<file path="config.mk">
export PLATFORM = sky130hd
export DESIGN_NAME = pulse_gen_mc
export DESIGN_NICKNAME = d
export VERILOG_FILES = /design/src/rtl/pulse_gen_mc_pkg.sv /design/src/rtl/pulse_gen_ch.sv /design/src/rtl/pulse_gen_mc.sv
export SDC_FILE = /design/constraint.sdc
export NUM_CORES = 1
export LEC_CHECK = 0
export BUFFER_PORTS_ARGS = -buffer_cell sky130_fd_sc_hd__buf_2
export CAP_MARGIN = 20
export CORE_MARGIN = 2
export CORE_UTILIZATION = 58
export CTS_CLUSTER_SIZE = 30
export DETAILED_ROUTE_END_ITERATION = 8
export GPL_TIMING_DRIVEN = 0
export HOLD_SLACK_MARGIN = 0.06
export PLACE_DENSITY = 0.79
export SYNTH_ARGS = -nofsm -noshare
export SYNTH_HDL_FRONTEND = slang
export SYNTH_SLANG_ARGS = --single-unit
export TNS_END_PERCENT = 1
</file>
<file path="constraint.sdc">
create_clock -name clk -period 5.3 [get_ports clk]
set_input_delay 0.53 -clock clk [delete_from_list [all_inputs] [get_ports clk]]
set_output_delay 0.53 -clock clk [all_outputs]
set_load 0.02 [all_outputs]
</file>
<file path="src/rtl/pulse_gen_mc_pkg.sv">
// Shared types for the multi-channel pulse generator.
// The raw 2-bit mode code maps onto mode_t here; code 3 behaves as ONESHOT.
package pulse_gen_mc_pkg;

  typedef enum logic [1:0] {
    ONESHOT    = 2'd0,
    BURST      = 2'd1,
    CONTINUOUS = 2'd2
  } mode_t;

  typedef enum logic {
    IDLE = 1'b0,
    RUN  = 1'b1
  } state_t;

  function automatic mode_t decode_mode(input logic [1:0] raw);
    mode_t m;
    case (raw)
      2'd1:    m = BURST;
      2'd2:    m = CONTINUOUS;
      default: m = ONESHOT;
    endcase
    return m;
  endfunction

endpackage

</file>
<file path="src/rtl/pulse_gen_ch.sv">
// One pulse-generator channel: IDLE/RUN FSM, period and burst counters, shadowed settings.
// Outputs are registered from the next-state values, so they describe the cycle after each edge.
module pulse_gen_ch
  import pulse_gen_mc_pkg::*;
#(
  parameter int CNTR_WIDTH  = 8,
  parameter int BURST_WIDTH = 8
) (
  input  logic                   clk,
  input  logic                   nrst,
  input  logic                   start_i,
  input  logic                   stop_i,
  input  logic [1:0]             mode_i,
  input  logic [CNTR_WIDTH-1:0]  cntr_max_i,
  input  logic [CNTR_WIDTH-1:0]  cntr_low_i,
  input  logic [BURST_WIDTH-1:0] burst_len_i,
  output logic                   pulse_o,
  output logic                   busy_o,
  output logic                   done_o
);

  localparam logic [BURST_WIDTH-1:0] BURST_ONE = BURST_WIDTH'(1);

  state_t                 state_q, state_d;
  mode_t                  mode_q, mode_d;
  logic [CNTR_WIDTH-1:0]  cnt_q, cnt_d;
  logic [CNTR_WIDTH-1:0]  max_q, max_d;
  logic [CNTR_WIDTH-1:0]  low_q, low_d;
  logic [BURST_WIDTH-1:0] blen_q, blen_d;
  logic [BURST_WIDTH-1:0] bcnt_q, bcnt_d;
  logic                   stop_flag_q, stop_flag_d;
  logic                   pulse_q, pulse_d;
  logic                   busy_q, busy_d;
  logic                   done_q, done_d;
  logic                   launch;
  logic                   run_end;

  // NOTE: every signal driven here gets a default first so no path leaves it unassigned (no latch).
  always_comb begin
    state_d     = state_q;
    mode_d      = mode_q;
    cnt_d       = cnt_q;
    max_d       = max_q;
    low_d       = low_q;
    blen_d      = blen_q;
    bcnt_d      = bcnt_q;
    stop_flag_d = stop_flag_q;
    launch      = 1'b0;

    case (state_q)
      IDLE: launch = start_i && !stop_i;
      RUN: begin
        stop_flag_d = stop_flag_q | stop_i;
        if (cnt_q != max_q) begin
          cnt_d = cnt_q + 1'b1;
        end else if (done_q) begin
          // Last cycle of the run: either restart seamlessly or fall back to IDLE.
          state_d     = IDLE;
          cnt_d       = '0;
          stop_flag_d = 1'b0;
          launch      = start_i && !stop_i;
        end else begin
          cnt_d = '0;
          max_d = cntr_max_i;
          low_d = cntr_low_i;
          if (mode_q == BURST) bcnt_d = bcnt_q + 1'b1;
        end
      end
      default: state_d = IDLE;
    endcase

    if (launch) begin
      state_d     = RUN;
      mode_d      = decode_mode(mode_i);
      cnt_d       = '0;
      max_d       = cntr_max_i;
      low_d       = cntr_low_i;
      blen_d      = (burst_len_i == '0) ? BURST_ONE : burst_len_i;
      bcnt_d      = '0;
      stop_flag_d = 1'b0;
    end

    case (mode_d)
      BURST:      run_end = (bcnt_d == blen_d - 1'b1) || stop_flag_d;
      CONTINUOUS: run_end = stop_flag_d;
      default:    run_end = 1'b1;
    endcase

    busy_d  = (state_d == RUN);
    pulse_d = busy_d && (cnt_d >= low_d);
    done_d  = busy_d && (cnt_d == max_d) && run_end;
  end

  // NOTE: state registers use non-blocking assignments so every flop samples pre-edge values.
  always_ff @(posedge clk or negedge nrst) begin
    if (!nrst) begin
      state_q     <= IDLE;
      mode_q      <= ONESHOT;
      cnt_q       <= '0;
      max_q       <= '0;
      low_q       <= '0;
      blen_q      <= '0;
      bcnt_q      <= '0;
      stop_flag_q <= 1'b0;
      pulse_q     <= 1'b0;
      busy_q      <= 1'b0;
      done_q      <= 1'b0;
    end else begin
      state_q     <= state_d;
      mode_q      <= mode_d;
      cnt_q       <= cnt_d;
      max_q       <= max_d;
      low_q       <= low_d;
      blen_q      <= blen_d;
      bcnt_q      <= bcnt_d;
      stop_flag_q <= stop_flag_d;
      pulse_q     <= pulse_d;
      busy_q      <= busy_d;
      done_q      <= done_d;
    end
  end

  assign pulse_o = pulse_q;
  assign busy_o  = busy_q;
  assign done_o  = done_q;

endmodule

</file>
<file path="src/rtl/pulse_gen_mc.sv">
// Multi-channel pulse generator: CHANNELS fully independent pulse_gen_ch instances.
module pulse_gen_mc
  import pulse_gen_mc_pkg::*;
#(
  parameter int CHANNELS    = 4,
  parameter int CNTR_WIDTH  = 8,
  parameter int BURST_WIDTH = 8
) (
  input  logic                                  clk,
  input  logic                                  nrst,
  input  logic [CHANNELS-1:0]                   start,
  input  logic [CHANNELS-1:0]                   stop,
  input  logic [CHANNELS-1:0][1:0]              mode,
  input  logic [CHANNELS-1:0][CNTR_WIDTH-1:0]   cntr_max,
  input  logic [CHANNELS-1:0][CNTR_WIDTH-1:0]   cntr_low,
  input  logic [CHANNELS-1:0][BURST_WIDTH-1:0]  burst_len,
  output logic [CHANNELS-1:0]                   pulse_out,
  output logic [CHANNELS-1:0]                   busy,
  output logic [CHANNELS-1:0]                   done
);

  for (genvar g = 0; g < CHANNELS; g++) begin : g_ch
    pulse_gen_ch #(
      .CNTR_WIDTH  (CNTR_WIDTH),
      .BURST_WIDTH (BURST_WIDTH)
    ) u_ch (
      .clk         (clk),
      .nrst        (nrst),
      .start_i     (start[g]),
      .stop_i      (stop[g]),
      .mode_i      (mode[g]),
      .cntr_max_i  (cntr_max[g]),
      .cntr_low_i  (cntr_low[g]),
      .burst_len_i (burst_len[g]),
      .pulse_o     (pulse_out[g]),
      .busy_o      (busy[g]),
      .done_o      (done[g])
    );
  end

endmodule

</file>
# After elaboration in Yosys (flattened, before gate mapping)
# Cells that the tools add are included.
dict set report word_totals {
  register_bits 184
  output_inout_bits 12
  wordCells 252
}
dict set report op_classes {
  n_addsub 12
  order_cmp 4
  n_eq_ne 32
  muxes 128
  n_bitwise 8
  n_reduce_logical 28
}
# operator count
set op_table {}
lappend op_table {{2-to-1 mux 8 bit} 72}
lappend op_table {{adder 8 x 1 -> 8 bit, second input constant} 8}
lappend op_table {{equality test 8 bit} 8}
lappend op_table {{2-to-1 mux 1 bit} 40}
lappend op_table {{>= comparator 8 bit} 4}
lappend op_table {{logical NOT 8 bit} 4}
lappend op_table {{!= test 8 bit} 4}
lappend op_table {{subtractor 8 x 1 -> 8 bit, second input constant} 4}
lappend op_table {{equality test 2 x 1 -> 1 bit, second input constant} 12}
lappend op_table {{equality test 2 bit, second input constant} 8}
lappend op_table {{logical AND 1 bit} 16}
lappend op_table {{one-hot mux 1 bit (2 select lines)} 8}
lappend op_table {{one-hot mux 2 bit (2 select lines)} 4}
lappend op_table {{2-to-1 mux 2 bit} 4}
lappend op_table {{logical NOT 1 bit} 4}
lappend op_table {{logical OR 1 bit} 4}
lappend op_table {{inverter 1 bit} 4}
lappend op_table {{OR 1 bit} 4}

# Logic depth before layout (Yosys ltp)
dict set report logic_depth {
  depth_word 11
  depth_mapped 17
  ltp_nobuf 15
}

# Modules after synthesis
# From an unflattened synthesis, not the netlist that was laid out.
dict set report hier_totals {
  hier_cells 1213
  area_unflattened_um2 11653.7
}
# module instances cells_per_inst area_per_inst_um2 seq_area_each_um2
set modules_own_cells {}
lappend modules_own_cells {{pulse_gen_ch (g_ch[2].u_ch ...)} 2 313 2940.3 1151.1}
lappend modules_own_cells {{pulse_gen_ch (g_ch[0].u_ch)} 1 306 2930.3 1151.1}
lappend modules_own_cells {{pulse_gen_ch (g_ch[1].u_ch)} 1 281 2842.7 1151.1}

# Worst setup path before layout
# OpenSTA, ideal clock, no wires.
dict set report synth_path {
  path_type {reg2reg}
  start {register g_ch[2].u_ch.cnt_q[5]}
  end {register g_ch[2].u_ch.pulse_q}
  setup_time_ns 0.128
  t_arrival_ns 3.543
  slack_ns 1.629
  path_stages_with_launch 17
  n_path_buf 1
  path_cell_list {dfrtp_1 -> xnor2_1 -> nand4_1 -> nor2_1 -> o21ai_1 -> clkbuf_1 -> mux2_2 -> ha_1 -> nand2b_1 -> a21o_1 -> a21o_1 -> a21o_1 -> a21o_1 -> a21o_1 -> a21o_1 -> a21oi_1 -> a21oi_1}
}
dict set report synth_between {
  elab_chain_cells 6
  elab_cells_between_ends 15
}
# item line_no
set synth_lines {}
lappend synth_lines {{from (decl)} pulse_gen_ch.sv:26} ;# logic [CNTR_WIDTH-1:0] cnt_q, cnt_d;
lappend synth_lines {{from (signal assigned)} pulse_gen_ch.sv:111} ;# cnt_q <= cnt_d;
lappend synth_lines {{!= test 8 bit (*)} pulse_gen_ch.sv:54} ;# if (cnt_q != max_q) begin
lappend synth_lines {{2-to-1 mux 1 bit / 2-to-1 mux 8 bit (equally long branches)} pulse_gen_ch.sv:54}
lappend synth_lines {{one-hot mux 1 bit (2 select lines) / 2-to-1 mux 8 bit (equally long branches)} pulse_gen_ch.sv:50} ;# case (state_q)
lappend synth_lines {{2-to-1 mux 8 bit (*)} pulse_gen_ch.sv:72} ;# if (launch) begin
lappend synth_lines {{net g_ch[2].u_ch.low_d[0]} pulse_gen_ch.sv:28} ;# logic [CNTR_WIDTH-1:0] low_q, low_d;
lappend synth_lines {{>= comparator 8 bit (*)} pulse_gen_ch.sv:90} ;# pulse_d = busy_d && (cnt_d >= low_d);
lappend synth_lines {{logical AND 1 bit (*)} pulse_gen_ch.sv:90}
lappend synth_lines {{net g_ch[2].u_ch.pulse_d} pulse_gen_ch.sv:32} ;# logic pulse_q, pulse_d;
lappend synth_lines {{to (signal assigned)} pulse_gen_ch.sv:117} ;# pulse_q <= pulse_d;
lappend synth_lines {{to (decl)} pulse_gen_ch.sv:32}
# Mark *: on every way through the listed nets, which the timed path passes. The rest lies on a longest branch.

# Worst setup path in the final report
dict set report layout_path {
  start {register g_ch[2].u_ch.cnt_q[3]}
  end {register g_ch[2].u_ch.pulse_q}
}
# Same word-level chain as after synthesis.

==> impl_results.md <==
- Status: finished, final reports clean
- Port buffer count: around 130
- Vias in the first global route: 8931
- Total GRT Usage: 25.3%
- Final Slew Violations: 0
- Flop-to-flop setup slack: 0.96 ns
- Synth Cell Area: ~11000 µm²
- DP Cell Count: 1537
- WL per Instance: 16.0 µm
- WP data arrival: ~4.7 ns
- Final worst-path cycle share: 81.9%
- Clock-pin slew on the worst setup and hold paths: 0.08 ns
- Total Wirelength: 25200 µm
- Setup crit end kind: flop
- Final hold viol count: 0
- Slowest cell delay on critical path: roughly 0.6 ns
- Number of synthesized register bits: about 180
- Warnings, synthesis: 0
- CTS tree: yes
- CP max FO: 10
- Via count: 9042
- Setup TNS: 0 ns
- Starting Density: 59.6%
- Slew headroom: 44.6%
- Cell repeated most along the worst path: a21o_1
- R2R Path Start: g_ch[2].u_ch.cnt_q[3]
- Synthesized area per cell: 9.76 µm²
- Asr flop ratio synth: between 90% and 100%
- Num CTS Buffers: 17
- Ys flop type: dfrtp_1
- First-pass GRT wire length: roughly 42000 µm
- M1 GR Usage: 34.1%
- Cell Chain, Critical Path: xnor2_1, nand4_1, nor2_1, o21ai_1, clkbuf_1, mux2_2, ha_1, nand2b_1, a21o_1, a21o_1, a21o_1, a21o_1, a21o_1, a21o_1, a21oi_1, a21oi_1
- DRC: 0
- Yosys cell types: 71
- Startpoint Class: flop
- Drt first-iter violations: 639
- Post-synth EDFFs: 0
- Crit Path Category: reg -> reg
- Final #Nets: 1462
- Leak: between 6 and 7 nW
- RD Place Congestion: 0.878
- Max-Cap Viols: 0
- Post-CTS setup buffer count: 0
- Clk sink count: 184
- CTS Hold Bufs: 0
- Final Setup Violations: 0
- Clk buf depth: 2
- Layout area overhead: 14.7%
- Site row count: 50
- Initial antenna violation count: 3
- Final ANT Viol Nets: 0
- Power Density: 406 nW/µm²
- 1st-pass router iterations: 6
- Io pins: between 100 and 150
- Slowest cell on the critical path: o21ai_1
- CTS Root Cell: clkbuf_16
- Via density: 5.76
- Die area: 20500 µm²
- Fin cells: 1571
- Syn nets: around 1.3k
- Worst EP required: approximately 5.6 ns
- Fmax: 230 MHz
- Hold crit path type: in -> async
- Register area share after synthesis: between 40% and 50%
- Core outline area: 18800 µm²
- CTS H-tree depth: 4
- Pin count of the biggest net entering global routing: roughly 110
- PostCTS Resize Cnt: 0
- Layout cell share with drive strength beyond 1: 19.1%
- Die height: 143 µm
- Die W: 143 µm
- Mapped Cells: 1151
- GRT Max-Usage Layer: met2
- Met3 usage: under 10%
- Gr ovfl total: 0
- Minimum clock period: 4.34 ns
- Placed wire-length estimate: 18500 µm
- Clock latency on the worst-skew pair: 0.44 ns
- CP delay by family, top: compound AO/OA/AOI/OAI gates
- Met2 Track Usage GR: 42.0%
- Reg2Reg Capture Point: g_ch[2].u_ch.pulse_o
- Length in cells of the worst reg-to-reg path: 16
- RSZ-0062 raised after global routing: no
- Worst-margin pin slew: approximately 0.83 ns
- Buf/Inv on CP: 1
- Fillcell total: 1475
- Worst VDD drop: 272 µV
- Setup Skew: 0.0169 ns
-- cells by family after synthesis --
family	count (synthesis)	share of synthesized area [%]
simple gates	405	18.1
xor+xnor	148	12.4
buf+inv	96	3.65
fa+ha+maj	52	5.79
mux	83	8.02
compound gates	183	11.0
flops	184	41.0
-- worst reg2reg max path, cell delays in order, from the launching register on --
cell and delay, ns:
dfrtp_1 0.44, xnor2_1 0.15, nand4_1 0.29, nor2_1 0.20, o21ai_1 0.61, clkbuf_1 0.48, mux2_2 0.41, ha_1 0.26
nand2b_1 0.14, a21o_1 0.17, a21o_1 0.16, a21o_1 0.16, a21o_1 0.17, a21o_1 0.17, a21o_1 0.17, a21oi_1 0.16
a21oi_1 0.06
-- per-stage QoR --
step	instance area [µm²]	hold WS, ns	setup WS (ns)	total power (W)	utilization (%)
finish	12900	0.0651	0.958	0.00523	68.4
detailed placement	12200	0.481	0.994	0.00381	64.9
CTS	12900	0.0851	0.931	0.00526	68.4
global placement	12200	0.472	0.656	0.00373	64.7
floorplan	11200	0.234	1.63	0.00334	-
global route	12900	0.106	0.727	0.00558	68.4
-- layer usage --
metal,up-vias,part of all wire (%)
met5,-,0.087
met4,4,1.5
met3,44,5.4
met2,282,48
met1,4341,45
li1,4371,-
-- cell usage after synthesis, drive strengths merged (31+ instances only) --
| master | n | area [µm²] |
|---|---|---|
| nand2 | 128 | 480 |
| o21ai | 36 | 188 |
| nor2 | 90 | 338 |
| mux2 | 56 | 631 |
| ha | 52 | 651 |
| a21oi | 35 | 175 |
| nand4 | 31 | 200 |
| dfrtp | 184 | 4600 |
| xnor2 | 87 | 762 |
| xor2 | 54 | 473 |
| inv | 60 | 225 |
-- final cells by class --
class	count	area, µm²	share of cell area, %
Tap cell	260	325	2.53
Inverter	61	229	1.78
Clock buffer	17	425	3.30
Buffer	35	181	1.41
Sequential cell	184	4600	35.7
Clock inverter	15	229	1.78
Timing Repair Buffer	126	663	5.15
Multi-Input combinational cell	871	6220	48.3
Antenna cell	2	5.00	0.0389
-- cells in the final DEF (no fill, tap or decap), types with 35 or more instances in the layout --
cell type	instances
dfrtp_1	184
nand2_1	128
buf_2	127
nor2_1	90
xnor2_1	87
inv_1	60
mux2_2	56
xor2_1	54
ha_1	52
a21oi_1	35
-- sequential cells by signal, indices dropped and copies added, names as in the netlist --
register and flops:
g_ch.u_ch.low_q 32, g_ch.u_ch.done_o 4, g_ch.u_ch.max_q 32, g_ch.u_ch.bcnt_q 32, g_ch.u_ch.pulse_o 4, g_ch.u_ch.cnt_q 32, g_ch.u_ch.stop_flag_q 4, g_ch.u_ch.mode_q 8
g_ch.u_ch.state_q 4, g_ch.u_ch.blen_q 32
-- worst max path at each step --
stage | depth (start not counted) | to | slack [ns] | startpoint
final | 16 | g_ch[2].u_ch.pulse_o | 0.96 | g_ch[2].u_ch.cnt_q[3]
after global routing | 16 | g_ch[2].u_ch.pulse_o | 0.73 | g_ch[2].u_ch.cnt_q[5]
after CTS | 16 | g_ch[2].u_ch.pulse_o | 0.93 | g_ch[2].u_ch.cnt_q[3]
after detailed placement | 16 | g_ch[2].u_ch.pulse_o | 0.99 | g_ch[2].u_ch.cnt_q[3]
after global placement | 1 | g_ch[1].u_ch.blen_q[4] | 0.66 | nrst
after floorplan | 16 | g_ch[2].u_ch.pulse_o | 1.63 | g_ch[2].u_ch.cnt_q[5]
-- report_power, final --
group	leakage (nW)	internal, W	switching (W)	total [W]
clock network	0.320	0.000812	0.000612	0.00142
registers	2.24	0.00169	0.000235	0.00192
logic	3.51	0.000904	0.000979	0.00188
No activity file was read; power rests on OpenSTA's default activity.
